<file path="src/rtl/adder_bist_driver.sv">
// ---------------------------------------------------------------------------
// adder_bist_driver
//
// Built-in self-test initiator for the 2-bit adder. On an accepted start it
// sweeps all 16 operand combinations PASSES times. Each vector is held for
// LATENCY+1 cycles, and the adder response is checked on the last cycle of
// that hold. It reports a pass flag, a saturating mismatch count and the
// first failing vector.
//
// Parameters:
//   LATENCY   adder latency in cycles, from operand to valid response (0..7)
//   PASSES    number of full 16-vector sweeps per run (1..4)
//
// Ports:
//   clk         single clock, rising edge
//   reset       asynchronous, active-high reset
//   start       run request, sampled only in IDLE or DONE
//   a,b,c,d     registered operand drive: A = {a,b}, B = {c,d}
//   v..z        adder response {v,w,x,y,z}, with v as the MSB
//   busy        high while the sweep is running
//   done        high from run completion until the next accepted start
//   pass        1 = no mismatches; meaningful only while done = 1
//   err_count   mismatch count of the current run, saturates at 31
//   first_fail  {a,b,c,d} of the first mismatching vector (0 if none)
// ---------------------------------------------------------------------------
module adder_bist_driver #(
  parameter int LATENCY = 1,
  parameter int PASSES  = 1
) (
  input  logic       clk,
  input  logic       reset,
  input  logic       start,
  output logic       a,
  output logic       b,
  output logic       c,
  output logic       d,
  input  logic       v,
  input  logic       w,
  input  logic       x,
  input  logic       y,
  input  logic       z,
  output logic       busy,
  output logic       done,
  output logic       pass,
  output logic [4:0] err_count,
  output logic [3:0] first_fail
);

  typedef enum logic [1:0] {
    IDLE = 2'd0,
    RUN  = 2'd1,
    DONE = 2'd2
  } state_t;

  localparam logic [2:0] LAT_C  = 3'(LATENCY);
  localparam logic [2:0] PASS_C = 3'(PASSES);

  state_t     state, state_n;
  logic [3:0] vec, vec_n;       // current vector; doubles as the a..d register
  logic [2:0] hold, hold_n;     // cycles spent on the current vector
  logic [2:0] pcnt, pcnt_n;     // completed sweeps
  logic [4:0] err_n;
  logic [3:0] ff_n;
  logic       pass_n;

  logic [4:0] resp;
  logic [4:0] expected;
  logic       mismatch;

  assign resp     = {v, w, x, y, z};
  // The 3-bit sum of the two 2-bit operands, zero-extended to 5 bits.
  assign expected = {2'b00, {1'b0, vec[3:2]} + {1'b0, vec[1:0]}};
  assign mismatch = (resp != expected);

  // vec returns to 0 whenever the sweep is not running, so a..d read 0 in
  // IDLE and DONE without any extra gating.
  assign {a, b, c, d} = vec;

  // NOTE: every signal written here gets a default first, so no path can
  // leave one unassigned and infer a latch.
  always_comb begin
    state_n = state;
    vec_n   = vec;
    hold_n  = hold;
    pcnt_n  = pcnt;
    err_n   = err_count;
    ff_n    = first_fail;
    pass_n  = pass;

    case (state)
      IDLE, DONE: begin
        if (start) begin
          state_n = RUN;
          vec_n   = 4'd0;
          hold_n  = 3'd0;
          pcnt_n  = 3'd0;
          err_n   = 5'd0;
          ff_n    = 4'd0;
          pass_n  = 1'b0;
        end
      end

      RUN: begin
        if (hold == LAT_C) begin
          if (mismatch) begin
            if (err_count != 5'd31) err_n = err_count + 5'd1;
            // The count never returns to zero within a run, so zero means
            // that this is the first mismatch.
            if (err_count == 5'd0)  ff_n  = vec;
          end
          vec_n  = vec + 4'd1;
          hold_n = 3'd0;
          if (vec == 4'd15) begin
            pcnt_n = pcnt + 3'd1;
            if (pcnt_n == PASS_C) begin
              state_n = DONE;
              // Use the post-comparison count, so that a mismatch on the
              // final vector is reflected in pass.
              pass_n  = (err_n == 5'd0);
            end
          end
        end else begin
          hold_n = hold + 3'd1;
        end
      end

      default: state_n = IDLE;
    endcase
  end

  // NOTE: state registers use non-blocking assignments, so every flop samples
  // values from before the edge, whatever order the statements are written in.
  always_ff @(posedge clk or posedge reset) begin
    if (reset) begin
      state      <= IDLE;
      vec        <= 4'd0;
      hold       <= 3'd0;
      pcnt       <= 3'd0;
      err_count  <= 5'd0;
      first_fail <= 4'd0;
      pass       <= 1'b0;
      busy       <= 1'b0;
      done       <= 1'b0;
    end else begin
      state      <= state_n;
      vec        <= vec_n;
      hold       <= hold_n;
      pcnt       <= pcnt_n;
      err_count  <= err_n;
      first_fail <= ff_n;
      pass       <= pass_n;
      // Registered status flags avoid decode glitches on the outputs.
      busy       <= (state_n == RUN);
      done       <= (state_n == DONE);
    end
  end

endmodule

</file>
<file path="config.mk">
export PLATFORM = sky130hd
export DESIGN_NAME = adder_bist_driver
export DESIGN_NICKNAME = d
export VERILOG_FILES = /design/src/rtl/adder_bist_driver.sv
export SDC_FILE = /design/constraint.sdc
export NUM_CORES = 1
export LEC_CHECK = 0
export ABC_AREA = 0
export BUFFER_PORTS_ARGS = -buffer_cell sky130_fd_sc_hd__buf_4
export CAP_MARGIN = 10
export CORE_MARGIN = 10
export CORE_UTILIZATION = 50
export DETAILED_ROUTE_END_ITERATION = 6
export GPL_ROUTABILITY_DRIVEN = 1
export MAX_ROUTING_LAYER = met4
export PLACE_DENSITY = 0.81
export REMOVE_ABC_BUFFERS = 1
export SLEW_MARGIN = 20
export SYNTH_ARGS = -nofsm -noshare
export SYNTH_HDL_FRONTEND = slang
export SYNTH_SLANG_ARGS = --single-unit
</file>
<file path="constraint.sdc">
create_clock -name clk -period 2.5 [get_ports clk]
set_clock_uncertainty 0.15 [all_clocks]
set_input_delay 0.5 -clock clk [delete_from_list [all_inputs] [get_ports clk]]
set_output_delay 0.5 -clock clk [all_outputs]
set_load 0.005 [all_outputs]
</file>
==> implementation parameters <==
Parameter                              Value

Synthesis
  Synth warn    0
  Cells after Synth    139
  Post-synthesis instance area    1349 sq um
  Area share of the largest cell type after synthesis    0.4453
  Distinct cell type count of the synthesized netlist    35
  Number of flops mapped to enable cells by yosys    0
  Largest cells by area after synthesis    sky130_fd_sc_hd__dfrtp_1 45%, sky130_fd_sc_hd__mux2i_1 5.9%, sky130_fd_sc_hd__ha_1 5.6%
  Dominant cell type by area after synthesis    sky130_fd_sc_hd__dfrtp_1
  #FFs+latches synth    24
  Synthesized area divided by synthesized cell count    9.704 sq um
  Share of synthesized area occupied by flip-flops and latches    0.4453
  Share of flip-flops with an asynchronous set or reset after synthesis    1.000
  Most instantiated flip-flop cell in the synthesis netlist    sky130_fd_sc_hd__dfrtp_1

Setup path
  Worst EP arrival    around 2.5 ns
  Critical Path Fanout Max    4
  Worst path bufs/invs    1
  Element type at the critical path start    flop
  Slowest cell on the critical path    sky130_fd_sc_hd__fa_1
  Type of the worst setup path    reg -> reg
  List of cells traversed by the critical path    ha_1, fa_1, xnor2_1, nand4_1, buf_4, mux2i_1, nor4_1, a31o_1
  Dominant delay contributor by cell family on the critical path    adder cells
  Required @ worst endpoint    2.63 ns
  Maximum cell stage delay along the critical path    between 0.4 and 0.5 ns
  Element type at the critical path end    flop

Die
  Full die area    roughly 5200 sq um
  Site row count    18
  Initial Utilization    0.5347
  Placeable core area    about 2500 sq um
  Chip Width    a little over 70 um
  Die H    a little over 70 um
  IO Count    24

Layout
  P&R area growth vs syn    20.96%
  Fraction of the core area covered by cells at the end of the flow    0.6468
  Area of the multi-input gates    688.2 sq um
  Diode count    0
  Number of fillers in the final layout    ~220
  Post-layout nets    184
  Ratio of cells with drive above 1 in the final layout    0.2024
  Sequential standard cell area    roughly 600 sq um

Flow run
  Number of max-capacitance violations reported    0

STA
  Max-Slew Margin vs Limit    0.5654
  Fmax    between 0.4 and 0.5 GHz
  Setup violations, final    0
  Final worst-path cycle share    0.9487
  Final slew viol count    0
  Setup repair after global routing missed its margin    false
  Post-layout min period    approximately 2.4 ns
  Count of endpoints failing hold in the final timing report    0
  Worst Tran Pin Value    0.6429 ns
  Summed negative setup slack over all endpoints    0 ns

Global route
  GR Overflow Total    0
  Number of antenna violations at the first check in global routing    0
  Maximum number of pins on one net before global-route repair    25
  Global-route wire length before repair    ~5000 um
  Gr usage total    0.1205
  Via count of the first global-routing pass    1,112

Clock tree
  Number of buffers added by the clock tree synthesis step    3
  Clock tree from TritonCTS    done
  Clk buf depth    2
  Clock latency on the worst-skew pair    between 0.3 and 0.4 ns
  Clock-pin transition on the worst setup and hold timing paths    about 0.14 ns
  Clock tree root buffer cell    sky130_fd_sc_hd__clkbuf_4
  H-tree levels    1
  Clock sink count    24

Power and ir drop
  Cell Pwr Density    between 1000 and 1500 nW/um^2
  Peak ir drop on the vdd network    0.8237 mV
  Share of power burned in combinational logic    0.504
  Switch share    0.4060
  NetSw    a little over 0.8 mW
  Register share of total power    0.350
  Design internal power    about 1.2 mW
  Clock power frac    0.146
  Cell leakage power    between 0.8 and 0.9 nW

Detailed routing
  Drt pass-1 iters    4
  Violation count after the first detailed-route iteration    approximately 150
  Wirelength per Cell    15.02 um
  Post-route ant nets    0
  Average vias per placed instance    5.606
  Final wirelength    2974 um
  Drt drc    0
  Total vias in the final route    1,110

Placement
  Post-detailed-placement half-perimeter wirelength    around 2200 um
  Port Buffers    23
  Gpl congestion    0.9230

Status
  Status    complete, no violations

Hold path
  Class of the worst hold path    in -> async
worst min-delay path: stages:
cell and delay [ns]:
sky130_fd_sc_hd__buf_4 0.11, sky130_fd_sc_hd__inv_1 0.04, sky130_fd_sc_hd__buf_4 0.29
routing by layer:
layer,part of all wire,vias to the layer above,global-route usage
li1,-,538,-
met1,0.44,542,0.1339
met2,0.50,28,0.2010
met3,0.059,2,0.04354
met4,0.0034,0,0.03011
met5,0,-,-
final timing paths:
path,start,endpoint,slack (ns),cells past startpoint
min in group clk,start,pcnt[2],0.35,3
worst min register to register,vec[0],vec[0],0.35,1
max in group asynchronous,reset,vec[0],1.91,3
worst max register to register,vec[0],pass,0.13,8
worst max-delay path,vec[0],pass,0.13,8
worst min-delay path,reset,pcnt[0],0.04,3
metrics by stage:
| stage | setup WS, ns | hold slack [ns] | std cells | cell area (sq um) | power (mW) |
|---|---|---|---|---|---|
| finish | 0.1282 | 0.04166 | 198 | 1632 | 1.982 |
| global route | 0.01942 | 0.06090 | 198 | 1632 | 2.150 |
| CTS | 0.03219 | 0.05007 | 196 | 1615 | 1.979 |
| detailed placement | 0.1188 | 0.3554 | 192 | 1563 | 1.680 |
| global placement | 0.2270 | 0.3450 | 192 | 1563 | 1.639 |
| floorplan | 0.2287 | 0.3219 | 136 | 1330 | 1.307 |
state kept, by name, indices dropped and copies added, names as in the netlist:
name and count:
pcnt 3, err_count 5, pass 1, vec 4, state 2, first_fail 4
hold 3, done 1, busy 1
repair_timing:
item	CTS	global route
resized for setup	0	1
hold buffers	0	0
setup buffers	0	2
endpoints found under the setup margin	0	5
layout make-up:
class,count,area share
Clock buffer,3,0.01380
Multi-Input combinational cell,101,0.4218
Inverter,11,0.02531
Timing Repair Buffer,28,0.1288
Sequential cell,24,0.3689
Tap cell,30,0.02301
Clock inverter,1,0.01840
synthesized netlist by cell type (2+ instances only):
library cell and count:
sky130_fd_sc_hd__xor2_1 2, sky130_fd_sc_hd__a21o_1 3, sky130_fd_sc_hd__o21ai_1 5, sky130_fd_sc_hd__nand3_1 5
sky130_fd_sc_hd__nand3b_1 2, sky130_fd_sc_hd__dfrtp_1 24, sky130_fd_sc_hd__inv_1 11, sky130_fd_sc_hd__xnor2_1 5
sky130_fd_sc_hd__a22o_1 3, sky130_fd_sc_hd__nand2b_1 3, sky130_fd_sc_hd__nand2_1 18, sky130_fd_sc_hd__o21ai_0 4
sky130_fd_sc_hd__and2_1 2, sky130_fd_sc_hd__ha_1 6, sky130_fd_sc_hd__nor4_1 2, sky130_fd_sc_hd__nor2_1 9
sky130_fd_sc_hd__a21oi_1 5, sky130_fd_sc_hd__clkbuf_1 2, sky130_fd_sc_hd__nor4b_1 2, sky130_fd_sc_hd__and3_1 2
sky130_fd_sc_hd__nand4_1 2, sky130_fd_sc_hd__nor2b_1 2, sky130_fd_sc_hd__mux2i_1 8
power groups by stage:
stage	combinational, mW	clock [mW]	sequential, mW
2_1_floorplan	0.605	0	0.703
3_3_place_gp	0.944	0	0.695
3_5_place_dp	0.976	0	0.705
4_1_cts	0.991	0.292	0.697
5_1_grt	1.13	0.307	0.712
6_report	0.999	0.289	0.694
cells in the final DEF (no fill, tap or decap), types with 2 or more instances in the layout:
master,netlist,routed
sky130_fd_sc_hd__a21o_1,3,3
sky130_fd_sc_hd__a21oi_1,5,5
sky130_fd_sc_hd__a22o_1,3,3
sky130_fd_sc_hd__and2_1,2,2
sky130_fd_sc_hd__and3_1,2,2
sky130_fd_sc_hd__buf_4,0,28
sky130_fd_sc_hd__clkbuf_4,0,3
sky130_fd_sc_hd__dfrtp_1,24,23
sky130_fd_sc_hd__ha_1,6,6
sky130_fd_sc_hd__inv_1,11,11
sky130_fd_sc_hd__mux2i_1,8,8
sky130_fd_sc_hd__nand2_1,18,18
sky130_fd_sc_hd__nand2b_1,3,3
sky130_fd_sc_hd__nand3_1,5,5
sky130_fd_sc_hd__nand3b_1,2,2
sky130_fd_sc_hd__nand4_1,2,2
sky130_fd_sc_hd__nor2_1,9,9
sky130_fd_sc_hd__nor2b_1,2,2
sky130_fd_sc_hd__nor4_1,2,2
sky130_fd_sc_hd__nor4b_1,2,2
sky130_fd_sc_hd__o21ai_0,4,4
sky130_fd_sc_hd__o21ai_1,5,5
sky130_fd_sc_hd__xnor2_1,5,5
sky130_fd_sc_hd__xor2_1,2,2
cells by family after synthesis:
| group | after synthesis | share of synthesized area |
|---|---|---|
| simple gates | 55 | 0.2245 |
| compound gates | 24 | 0.1104 |
| flops | 24 | 0.4453 |
| buf+inv | 14 | 0.04453 |
| mux | 8 | 0.05937 |
| xor+xnor | 7 | 0.04546 |
| fa+ha+maj | 7 | 0.07050 |
(Power assumes the default switching activity.)
